--- src/rtl/subleq_core_hs.sv ---
// SUBLEQ core: mem[B] -= mem[A]; branch to C when the result is <= 0.
// Memory is reached through a req/ack handshake whose latency is set by the memory.
module subleq_core_hs #(
  parameter int unsigned          WIDTH       = 16,
  parameter logic [WIDTH-1:0]     RESET_PC    = '0,
  parameter logic [WIDTH-1:0]     HALT_ADDR   = {WIDTH{1'b1}},
  parameter int unsigned          COUNT_WIDTH = 32
) (
  input  logic                   clk,
  input  logic                   areset,
  input  logic                   run_en,
  output logic                   mem_req,
  output logic                   mem_we,
  output logic [WIDTH-1:0]       mem_addr,
  output logic [WIDTH-1:0]       mem_wdata,
  input  logic [WIDTH-1:0]       mem_rdata,
  input  logic                   mem_ack,
  output logic [WIDTH-1:0]       pc,
  output logic                   halted,
  output logic [COUNT_WIDTH-1:0] instr_count
);

  typedef enum logic [2:0] {
    S_IDLE,
    S_FETCH_A,
    S_FETCH_B,
    S_FETCH_C,
    S_LOAD_A,
    S_LOAD_B,
    S_STORE,
    S_HALT
  } state_e;

  state_e                 state_q, state_d;
  logic [WIDTH-1:0]       pc_q, pc_d;
  logic [WIDTH-1:0]       a_q, a_d;
  logic [WIDTH-1:0]       b_q, b_d;
  logic [WIDTH-1:0]       c_q, c_d;
  logic [WIDTH-1:0]       vala_q, vala_d;
  logic [WIDTH-1:0]       valb_q, valb_d;
  logic [COUNT_WIDTH-1:0] cnt_q, cnt_d;

  logic [WIDTH-1:0]       diff;
  logic                   leq;
  logic [WIDTH-1:0]       pc_p1, pc_p2, pc_p3;

  // Difference wraps modulo 2^WIDTH; sign bit or all-zero means "<= 0".
  assign diff  = WIDTH'(valb_q - vala_q);
  assign leq   = diff[WIDTH-1] | ~(|diff);
  assign pc_p1 = WIDTH'(pc_q + WIDTH'(1));
  assign pc_p2 = WIDTH'(pc_q + WIDTH'(2));
  assign pc_p3 = WIDTH'(pc_q + WIDTH'(3));

  always_ff @(posedge clk) begin
    if (areset) begin
      state_q <= S_IDLE;
      pc_q    <= RESET_PC;
      a_q     <= '0;
      b_q     <= '0;
      c_q     <= '0;
      vala_q  <= '0;
      valb_q  <= '0;
      cnt_q   <= '0;
    end else begin
      state_q <= state_d;
      pc_q    <= pc_d;
      a_q     <= a_d;
      b_q     <= b_d;
      c_q     <= c_d;
      vala_q  <= vala_d;
      valb_q  <= valb_d;
      cnt_q   <= cnt_d;
    end
  end

  // Sequencing: every memory state advances only on its ack.
  always_comb begin
    state_d = state_q;
    pc_d    = pc_q;
    a_d     = a_q;
    b_d     = b_q;
    c_d     = c_q;
    vala_d  = vala_q;
    valb_d  = valb_q;
    cnt_d   = cnt_q;
    unique case (state_q)
      S_IDLE: begin
        if (run_en) state_d = S_FETCH_A;
      end
      S_FETCH_A: begin
        if (mem_ack) begin
          a_d     = mem_rdata;
          state_d = S_FETCH_B;
        end
      end
      S_FETCH_B: begin
        if (mem_ack) begin
          b_d     = mem_rdata;
          state_d = S_FETCH_C;
        end
      end
      S_FETCH_C: begin
        if (mem_ack) begin
          c_d     = mem_rdata;
          state_d = S_LOAD_A;
        end
      end
      S_LOAD_A: begin
        if (mem_ack) begin
          vala_d  = mem_rdata;
          state_d = S_LOAD_B;
        end
      end
      S_LOAD_B: begin
        if (mem_ack) begin
          valb_d  = mem_rdata;
          state_d = S_STORE;
        end
      end
      S_STORE: begin
        if (mem_ack) begin
          cnt_d = COUNT_WIDTH'(cnt_q + COUNT_WIDTH'(1));
          if (leq && (c_q == HALT_ADDR)) begin
            pc_d    = HALT_ADDR;
            state_d = S_HALT;
          end else begin
            pc_d    = leq ? c_q : pc_p3;
            state_d = run_en ? S_FETCH_A : S_IDLE;
          end
        end
      end
      S_HALT: begin
        state_d = S_HALT;
      end
    endcase
  end

  // Bus outputs decoded from registered state so they hold steady while waiting.
  always_comb begin
    mem_req   = 1'b0;
    mem_we    = 1'b0;
    mem_addr  = '0;
    mem_wdata = '0;
    unique case (state_q)
      S_FETCH_A: begin
        mem_req  = 1'b1;
        mem_addr = pc_q;
      end
      S_FETCH_B: begin
        mem_req  = 1'b1;
        mem_addr = pc_p1;
      end
      S_FETCH_C: begin
        mem_req  = 1'b1;
        mem_addr = pc_p2;
      end
      S_LOAD_A: begin
        mem_req  = 1'b1;
        mem_addr = a_q;
      end
      S_LOAD_B: begin
        mem_req  = 1'b1;
        mem_addr = b_q;
      end
      S_STORE: begin
        mem_req   = 1'b1;
        mem_we    = 1'b1;
        mem_addr  = b_q;
        mem_wdata = diff;
      end
      default: begin
        mem_req = 1'b0;
      end
    endcase
  end

  assign pc          = pc_q;
  assign halted      = (state_q == S_HALT);
  assign instr_count = cnt_q;

endmodule
--- config.mk ---
export PLATFORM = sky130hd
export DESIGN_NAME = subleq_core_hs
export DESIGN_NICKNAME = d
export VERILOG_FILES = /design/src/rtl/subleq_core_hs.sv
export SDC_FILE = /design/constraint.sdc
export NUM_CORES = 1
export LEC_CHECK = 0
export ABC_AREA = 1
export BUFFER_PORTS_ARGS = -buffer_cell sky130_fd_sc_hd__buf_2
export CAP_MARGIN = 20
export CELL_PAD_IN_SITES_DETAIL_PLACEMENT = 0
export CELL_PAD_IN_SITES_GLOBAL_PLACEMENT = 1
export CORE_MARGIN = 10
export CORE_UTILIZATION = 41
export DETAILED_ROUTE_END_ITERATION = 6
export MAX_ROUTING_LAYER = met4
export PLACE_DENSITY = 0.84
export SLEW_MARGIN = 0
export SYNTH_ARGS = -nofsm -noshare
export SYNTH_HDL_FRONTEND = slang
export SYNTH_SLANG_ARGS = --single-unit
--- constraint.sdc ---
create_clock -name clk -period 2.66 [get_ports clk]
set_clock_uncertainty 0.05 [all_clocks]
set_input_delay 0.266 -clock clk [delete_from_list [all_inputs] [get_ports clk]]
set_output_delay 0.266 -clock clk [all_outputs]
set_load 0.02 [all_outputs]
Word-level counts from Yosys, hierarchy flattened
Cells that the tools add are included.
Storage, ports and cells
  bits in writable memories: 0
  bits in read-only memories: 0
  logic and storage cells: 58
  output and inout bits: 83
  memories: 0
  input bits: 20
  latch bits: 0
  flip-flop bits (word level): 131
Operators by class
  $lt $le $gt $ge: 0
  multiplexer cells: 16
  equal/unequal tests: 15
  shift-type cells: 0
  reductions and logical operators: 12
  bitwise operators: 2
  multipliers: 0
  add/subtract/negate cells: 5
  divide/modulo/power cells: 0
Operator list (number)
  one-hot mux 16 bit (5 select lines): 1
  two-way mux 16 bit: 3
  adder 16 x 2 -> 16 bit (second input constant): 2
  adder 32 x 1 -> 32 bit (second input constant): 1
  two-way mux 3 bit: 8
  one-hot mux 3 bit (8 select lines): 1
  adder 16 x 1 -> 16 bit (second input constant): 1
  equality test 16 bit (second input constant): 1
  OR reduction 16 bit: 1
  subtractor 16 bit: 1
  != test 2 bit (second input constant): 7
  equality test 3 bit (second input constant): 4
  AND reduction 2 bit: 6
  AND reduction 7 bit: 1
  equality test 3 x 2 -> 1 bit (second input constant): 2
  OR reduction 6 bit: 1
  equality test 3 x 1 -> 1 bit (second input constant): 1
  zero test 3 bit: 1
  two-way mux 1 bit: 3
  OR reduction 2 bit: 1
  logical AND 1 bit: 1
  NOT 1 bit: 1
  bitwise OR 1 bit: 1

Depth between registers and ports, before layout
Gate-level depths: netlist of run 1.
  depth after elaboration: 8
  gate-level depth with buffers: 21
  depth with buffers taken out: 20

Least setup slack after synthesis of run 1
OpenSTA, ideal clock, no wires.
  kind: register -> output
  start point: register pc_q[8], in the netlist pc[8]
  end point: output mem_addr[14]
  required time: 2.344 ns
  stages on the path, launching flop included: 9
  buffers on the path: 0
  arrival time: 2.247 ns
  path slack: 0.097 ns
  path through: dfxtp_1 -> inv_1 -> nor3_2 -> inv_1 -> nor2_1 -> inv_1 -> nor2_1 -> a21oi_1 -> o311ai_0
Between the ends
  longest elaborated chain between the ends: 2
  elaborated cells on any way between the ends: 3
  classes of those cells: add/sub (2); mux (1)
RTL lines
  start, declared: line 35  | logic [WIDTH-1:0] pc_q, pc_d;
  start signal, assigned: line 66  | pc_q <= pc_d;
  adder 16 x 2 -> 16 bit / adder 16 x 1 -> 16 bit (equally long branches): line 51, 50
  one-hot mux 16 bit (5 select lines) (*): line 144  | unique case (state_q)
  end, declared: line 14  | output logic [WIDTH-1:0] mem_addr,
Every way passes the cells marked *; elsewhere a longest branch is shown, timed or not.

Worst setup path in the final report of run 1
  start point: register valb_q[0]
  end point: register pc_q[10], in the netlist pc[10]
Between the ends
  longest elaborated chain between the ends: 6
  elaborated cells on any way between the ends: 7
  classes of those cells: add/sub (1); mux (2); bitwise (2); reduce/logical (2)
RTL lines
  start, declared: line 40  | logic [WIDTH-1:0] valb_q, valb_d;
  start signal, assigned: line 71  | valb_q <= valb_d;
  subtractor 16 bit (*): line 48  | assign diff = WIDTH'(valb_q - vala_q);
  OR reduction 16 bit: line 49  | assign leq = diff[WIDTH-1] | ~(|diff);
  NOT 1 bit: line 49
  bitwise OR 1 bit (*): line 49
  two-way mux 16 bit / logical AND 1 bit (equally long branches): line 127, 123
  two-way mux 16 bit (*): line 123  | if (leq && (c_q == HALT_ADDR)) begin
Marks and branches as above.
A chain may end at the register's enable or synchronous reset.

==> results of run 1 <==
critical path: cells and delay by family (launching register included):
kind	cells	cell delay (ps)
fa+ha+maj	2	520
flops	1	320
simple gates	11	910
compound gates	1	90
buf+inv	5	580
cell families (layout without fill, tap and decap cells):
logic type | Yosys count | count (layout)
XOR/XNOR | 26 | 26
flip-flops | 131 | 131
buffers and inverters | 180 | 314
AND/OR/NAND/NOR | 523 | 523
other | 0 | 2
adder cells (fa/ha/maj) | 22 | 22
AO/OA/AOI/OAI | 248 | 248
layer usage:
metal | GRT usage, % | vias up | wire (um) | share of wire [%]
li1 | - | 3978 | - | -
met1 | 24.7 | 3601 | 10800 | 45
met2 | 32.2 | 207 | 11400 | 48
met3 | 4.11 | 32 | 1210 | 5.1
met4 | 6.30 | 0 | 463 | 1.9
met5 | - | - | 0 | 0
through the flow:
step	cells	total power [mW]	hold slack, ps
after CTS	1486	5.89	104
final	1495	6.16	116
after floorplan	1130	2.93	351
after global routing	1495	6.43	122
after global placement	1452	3.35	397
after detailed placement	1452	3.35	403
registers in the layout, summed over array words and instances, names as in the netlist:
signal,cells
valb_q,16
vala_q,16
a_q,16
c_q,16
pc,16
instr_count,32
state_q,3
b_q,16
worst min-delay path by stage:
stage | start | to | slack (ps) | cells past startpoint
2_1_floorplan | mem_rdata[15] | valb_q[15]$_SDFFE_PP0P_ | 350 | 2
3_3_place_gp | vala_q[8]$_SDFFE_PP0P_ | vala_q[8]$_SDFFE_PP0P_ | 400 | 2
3_5_place_dp | vala_q[13]$_SDFFE_PP0P_ | vala_q[13]$_SDFFE_PP0P_ | 400 | 2
4_1_cts | mem_rdata[0] | b_q[0]$_SDFFE_PP0P_ | 100 | 3
5_1_grt | mem_rdata[0] | b_q[0]$_SDFFE_PP0P_ | 120 | 3
6_report | mem_rdata[5] | valb_q[5]$_SDFFE_PP0P_ | 120 | 3
power by group:
part	total, mW	internal, mW	switching [mW]	leakage [nW]
sequential	2.12	2.05	0.0687	1.06
combinational	1.74	0.734	1.00	2.83
clock	2.30	1.44	0.860	0.286
total	6.16	4.23	1.93	4.18
synthesized netlist by cell type, drive strengths merged:
library cell	count	area (sq um)
o311ai	4	35.0
a221oi	11	96.3
or2	3	18.8
o2111ai	2	17.5
dfxtp	131	2620
a21oi	88	444
xor2	21	184
a32oi	2	17.5
o21a	4	30.0
xnor2	5	43.8
o31ai	1	7.51
a22o	1	8.76
nor4	6	67.6
a211oi	1	7.51
o21ai	114	571
fa	1	20.0
nand3b	4	30.0
ha	21	263
nand2	208	798
buf	7	41.3
nand4	15	109
and2	1	6.26
nand3	67	340
nor3	22	126
nor2	196	787
o211ai	4	30.0
clkbuf	36	135
clkinv	5	18.8
and3	1	6.26
o221ai	1	8.76
inv	132	495
a31oi	15	93.8
repair_timing:
action                                  4_1_cts  5_1_grt
cloned                                        0        1
pin swaps                                     1       21
buffers inserted                              3        6
endpoints found under the setup margin       29       33
resized for setup                            19       66
layout make-up:
type / instances / area (sq um) / share of cell area (%)
Tap cell: 229 / 287 / 3.07
Sequential cell: 131 / 2640 / 28.3
Clock buffer: 22 / 474 / 5.09
Inverter: 137 / 520 / 5.58
Multi-Input combinational cell: 819 / 4380 / 47.0
Timing Repair Buffer: 146 / 905 / 9.70
Antenna cell: 2 / 5.00 / 0.0537
Clock inverter: 9 / 105 / 1.13
==> impl_metrics.env, run 1 <==
export IMPL_groute_usage_overall_pct=20.0
export IMPL_core_area_sq_um=18000
export IMPL_number_of_buffers_on_the_longest_clock_path=2
export IMPL_worst_path_max_delay_cell="fa_2"
export IMPL_synth_simple_gate_area_share_pct=30.6
export IMPL_grt_pass1_vias=7733
export IMPL_cap_viol_max_count=0
export IMPL_cts_root_buffer_cell="clkbuf_16"
export IMPL_fillCellCount=1856
export IMPL_area_delta_synth_final_pct=24.6
export IMPL_cp_start_kind="flop"
export IMPL_run_status="completed"
export IMPL_firstDrtPassIters=5
export IMPL_critPathArrivalTime_ps=2830
export IMPL_synth_area_in_compound_gates_pct=18.3
export IMPL_synth_xor_area_share_pct=3.04
export IMPL_timing_fmax_mhz=384
export IMPL_detailedRoute_firstIterationViolations=550
export IMPL_worstSetupStartpoint="valb_q[0]$_SDFFE_PP0P_"
export IMPL_final_core_util_pct=51.9
export IMPL_post_route_cells_drive_above_1_share_pct=21.1
export IMPL_final_cell_mix="186 x nand2_1, 178 x nor2_1, 123 x dfxtp_1"
export IMPL_grt_setup_unrepaired="true"
export IMPL_timing_final_hold_violations=0
export IMPL_max_slew_margin_rel_pct=49.1
export IMPL_place_port_buffers=102
export IMPL_power_per_cell_area_nw_per_um2=661
export IMPL_transition_time_at_the_pin_with_the_least_slew_margin_ps=756
export IMPL_sum_neg_setup_slack_ps=0
export IMPL_rows=49
export IMPL_postCtsHoldBufs=0
export IMPL_tritoncts_num_buffers=17
export IMPL_commonest_non_fill_non_tap_cell_in_the_layout="nand2_1"
export IMPL_critical_path_max_stage_delay_ps=370
export IMPL_grt_pass1_wl_mm=38.7
export IMPL_final_period_minus_worst_setup_slack_ps=2600
export IMPL_fp_dieH_um=155
export IMPL_synth_cell_type_count=47
export IMPL_worstReg2RegStart="valb_q[0]$_SDFFE_PP0P_"
export IMPL_tritoncts="built"
export IMPL_synthesis_nets=1172
export IMPL_wl_per_cell_um=16.0
export IMPL_layout_setup_ws_ps=58.8
export IMPL_hpwlAfterDp_mm=17.6
export IMPL_critical_path_cell_by_cell="inv_2 > ha_4 > fa_2 > inv_2 > nand2_2 > nand2_4 > nand3_4 > buf_4 > nand3_2 > nand2_1 > nor2_1 > nand3_1 > nor2_1 > nand2_1 > nand2_4 > clkinvlp_4 > buf_12 > nand2_2 > a31oi_1"
export IMPL_drv_slew=0
export IMPL_synthesis_area_per_instance_sq_um=6.62
export IMPL_antenna_violations_before_repair=2
export IMPL_syn_instance_count=1130
export IMPL_setup_worst_path_end="pc[10]$_SDFFE_PP0P_"
export IMPL_grt_overflow_total=0
export IMPL_vias=7818
export IMPL_post_layout_instance_area_sq_um=9320
export IMPL_cts_reportedPaths_clkPinSlew_ps=60
export IMPL_setup_viol_count_final=0
export IMPL_clock_tree_htree_level_count=4
export IMPL_ff2ff_setup_slack_ps=60
export IMPL_routabilityCongestion=0.950
export IMPL_finalCritPeriodShare_pct=97.8
export IMPL_post_synth_mux_area_share_pct=0
export IMPL_synth_cell_area_sq_um=7480
export IMPL_clock_insertion_delay_worst_skew_ps=420
export IMPL_postSynthRegisterBits=131
export IMPL_worstHoldPathType="input port to flop"
export IMPL_endpoint_kind="flop"
export IMPL_totalWireLength_mm=23.9
export IMPL_seq_area_frac_synth_pct=35.1
export IMPL_worst_ep_required_time_ps=2890
export IMPL_clock_sinks=131
export IMPL_number_of_cells_traversed_by_the_worst_register_to_register_path=19
export IMPL_leakagePower_nw=4.18
export IMPL_pre_cts_ws_ps=-99.4
export IMPL_maximum_number_of_pins_on_one_net_before_global_route_repair=44
export IMPL_design_die_area_sq_um=24000
export IMPL_final_nets=1294
export IMPL_avgViaCountPerCell=5.23
export IMPL_initial_core_util_pct=41.6
export IMPL_yosys_warnings=0
export IMPL_die_x_um=155
export IMPL_critical_path_peak_fanout=7
export IMPL_io_pins=103
export IMPL_place_area_sq_um=8380
export IMPL_critPathKind="flop to flop"
export IMPL_route_detailed_drc=0
export IMPL_r2r_end="pc[10]$_SDFFE_PP0P_"
export IMPL_synth_top_family_by_area="simple AND/OR/NAND/NOR gates"
export IMPL_yosys_area_share_adder_pct=3.78
export IMPL_ir_worst_vdd_v=0.000490
export IMPL_drt_antenna_violating_nets=0
No activity file was read; power rests on OpenSTA's default activity.
==> run 2, diff against run 1 <==
--- a/config.mk
+++ b/config.mk
@@ -13,7 +13,6 @@
 export CORE_MARGIN = 10
 export CORE_UTILIZATION = 41
 export DETAILED_ROUTE_END_ITERATION = 6
-export MAX_ROUTING_LAYER = met4
 export PLACE_DENSITY = 0.84
 export SLEW_MARGIN = 0
 export SYNTH_ARGS = -nofsm -noshare
==> constraint.sdc (replaced) <==
create_clock -name clk -period 2.5 [get_ports clk]
set_clock_uncertainty 0.05 [all_clocks]
set_input_delay 0.25 -clock clk [delete_from_list [all_inputs] [get_ports clk]]
set_output_delay 0.25 -clock clk [all_outputs]
set_load 0.02 [all_outputs]
==> impl_metrics.env, run 2 (synthesized netlist as in run 1, its figures left out) <==
export IMPL_grt_pass1_wl_mm=39.0
export IMPL_firstDrtPassIters=6
export IMPL_final_nets=1317
export IMPL_worstHoldPathType="input port to flop"
export IMPL_timing_fmax_mhz=390
export IMPL_power_frac_comb_pct=28.0
export IMPL_finalCritPeriodShare_pct=103
export IMPL_power_share_clock_pct=40.4
export IMPL_avgViaCountPerCell=5.26
export IMPL_cap_viol_max_count=0
export IMPL_clock_tree_htree_level_count=4
export IMPL_largest_register_ffs=32
export IMPL_worstReg2RegStart="valb_q[0]$_SDFFE_PP0P_"
export IMPL_drt_antenna_violating_nets=0
export IMPL_switching_power_mw=2.13
export IMPL_hpwlAfterDp_mm=17.6
export IMPL_number_of_buffers_on_the_longest_clock_path=2
export IMPL_final_cell_mix="183 x nand2_1, 174 x nor2_1, 121 x dfxtp_1"
export IMPL_grt_setup_unrepaired="true"
export IMPL_rows=49
export IMPL_maximum_number_of_pins_on_one_net_before_global_route_repair=48
export IMPL_totalWireLength_mm=23.9
export IMPL_power_per_cell_area_nw_per_um2=721
export IMPL_route_detailed_drc=0
export IMPL_ir_worst_vdd_v=0.000612
export IMPL_cp_start_kind="flop"
export IMPL_worst_ep_required_time_ps=2200
export IMPL_tritoncts_num_buffers=17
export IMPL_grt_pass1_vias=7768
export IMPL_number_of_cells_traversed_by_the_worst_register_to_register_path=21
export IMPL_final_period_minus_worst_setup_slack_ps=2560
export IMPL_r2r_end="state_q[0]$_SDFFE_PP0P_"
export IMPL_clock_sinks=131
export IMPL_tritoncts="built"
export IMPL_post_route_cells_drive_above_1_share_pct=25.1
export IMPL_failing_checks="setup timing"
export IMPL_hold_start="mem_rdata[0]"
export IMPL_initial_core_util_pct=41.6
export IMPL_max_slew_margin_rel_pct=34.8
export IMPL_post_layout_instance_area_sq_um=9890
export IMPL_drv_slew=0
export IMPL_setup_viol_count_final=17
export IMPL_grt_overflow_total=0
export IMPL_place_port_buffers=102
export IMPL_timing_final_hold_violations=0
export IMPL_wl_per_cell_um=15.8
export IMPL_core_area_sq_um=18000
export IMPL_layout_setup_ws_ps=-64.9
export IMPL_fp_dieH_um=155
export IMPL_fillCellCount=1780
export IMPL_vias=7987
export IMPL_ff2ff_setup_slack_ps=-40
export IMPL_commonest_non_fill_non_tap_cell_in_the_layout="nand2_1"
export IMPL_cts_reportedPaths_clkPinSlew_ps=60
export IMPL_design_die_area_sq_um=24000
export IMPL_internal_power_mw=5.00
export IMPL_transition_time_at_the_pin_with_the_least_slew_margin_ps=969
export IMPL_endpoint_kind="output pin"
export IMPL_cts_root_buffer_cell="clkbuf_16"
export IMPL_place_area_sq_um=8580
export IMPL_leakagePower_nw=4.37
export IMPL_postCtsHoldBufs=0
export IMPL_area_delta_synth_final_pct=32.2
export IMPL_fraction_of_power_spent_switching_nets_pct=29.9
export IMPL_clock_insertion_delay_worst_skew_ps=420
export IMPL_min_delay_worst_endpoint="b_q[0]$_SDFFE_PP0P_"
export IMPL_die_x_um=155
export IMPL_detailedRoute_firstIterationViolations=406
export IMPL_antenna_violations_before_repair=1
export IMPL_critical_path_peak_fanout=3
export IMPL_routabilityCongestion=0.902
export IMPL_seqPwrFrac_pct=31.6
export IMPL_critPathArrivalTime_ps=2260
export IMPL_groute_usage_overall_pct=19.6
export IMPL_timing_hold_worst_path_depth=3
export IMPL_io_pins=103
export IMPL_run_status="finished with violations"
export IMPL_final_core_util_pct=55.1
export IMPL_critPathKind="flop to output pin"
-- run 2: cell count changes in the layout (fill, tap and decap cells not counted), moves of 5 or more --
cell | before | now
a21oi_2 | 5 | 10
buf_2 | 100 | 94
inv_2 | 12 | 17
nor2_4 | 4 | 10
a221oi_1 | 9 | 4
ha_4 | 2 | 11
nand3_2 | 2 | 8
clkinv_2 | 6 | 0
o21ai_0 | 112 | 104
a21oi_1 | 83 | 78
ha_1 | 14 | 9
buf_4 | 41 | 65
o21ai_1 | 2 | 10
-- run 2: layer usage --
metal	track usage, %	vias up	wire [um]
li1	-	4030	-
met1	24.2	3713	10600
met2	33.0	220	11400
met3	5.29	24	1650
met4	4.68	0	302
met5	0	-	0
-- run 2: worst max-delay path: stages (launching register included) --
cell and delay [ps]:
dfxtp_2 320, inv_2 40, ha_4 150, fa_2 390
inv_2 70, nand2_2 50, nand2_2 80, nand3_2 100
nand2_4 100, nand2_2 60, nand2_1 70, nand2_1 60
nand2_2 70, buf_4 100, nor2_1 30, buf_4 160
-- run 2: power groups by stage --
stage / Combinational [mW] / Sequential, mW / Clock (mW)
2_1_floorplan: 0.851 / 2.27 / 0
3_3_place_gp: 1.45 / 2.29 / 0
3_5_place_dp: 1.45 / 2.29 / 0
4_1_cts: 1.90 / 2.25 / 2.91
5_1_grt: 2.15 / 2.27 / 3.01
6_report: 2.00 / 2.26 / 2.88
-- run 2: worst max-delay path by stage --
stage | start | endpoint | depth (start not counted)
after floorplan | pc[4]$_SDFFE_PP0P_ | mem_addr[10] | 7
after global placement | valb_q[0]$_SDFFE_PP0P_ | state_q[2]$_SDFFE_PP0P_ | 21
after detailed placement | valb_q[0]$_SDFFE_PP0P_ | state_q[2]$_SDFFE_PP0P_ | 21
after CTS | valb_q[0]$_SDFFE_PP0P_ | mem_wdata[10] | 14
after global routing | valb_q[0]$_SDFFE_PP0P_ | state_q[0]$_SDFFE_PP0P_ | 21
final | valb_q[0]$_SDFFE_PP0P_ | mem_wdata[14] | 15
-- run 2: timing repair --
item,4_1_cts,5_1_grt
setup endpoints to repair,37,40
pin swaps,9,25
gates resized for setup,70,77
gates cloned,1,0
setup buffers,4,4
-- run 2: final cells by class --
cell class / instances / area [sq um] / area share [%]
clock buffers: 20 / 457 / 4.62
repair buffers: 169 / 1120 / 11.3
multi-input cells: 819 / 4630 / 46.8
diodes: 1 / 2.50 / 0.0253
well taps: 229 / 287 / 2.90
inverters: 137 / 517 / 5.22
flip-flops and latches: 131 / 2650 / 26.8
clock inverters: 12 / 228 / 2.30
-- run 2: per-stage QoR --
stage	setup slack (ps)	TNS [ps]	hold WS (ps)	power, mW	instances
3_3_place_gp	-150	-1730	396	3.74	1477
4_1_cts	-50.9	-100	73.6	7.06	1513
5_1_grt	-227	-4610	96.1	7.43	1517
3_5_place_dp	-220	-2880	403	3.74	1477
6_report	-64.9	-404	82.8	7.13	1518
2_1_floorplan	105	0	335	3.12	1130
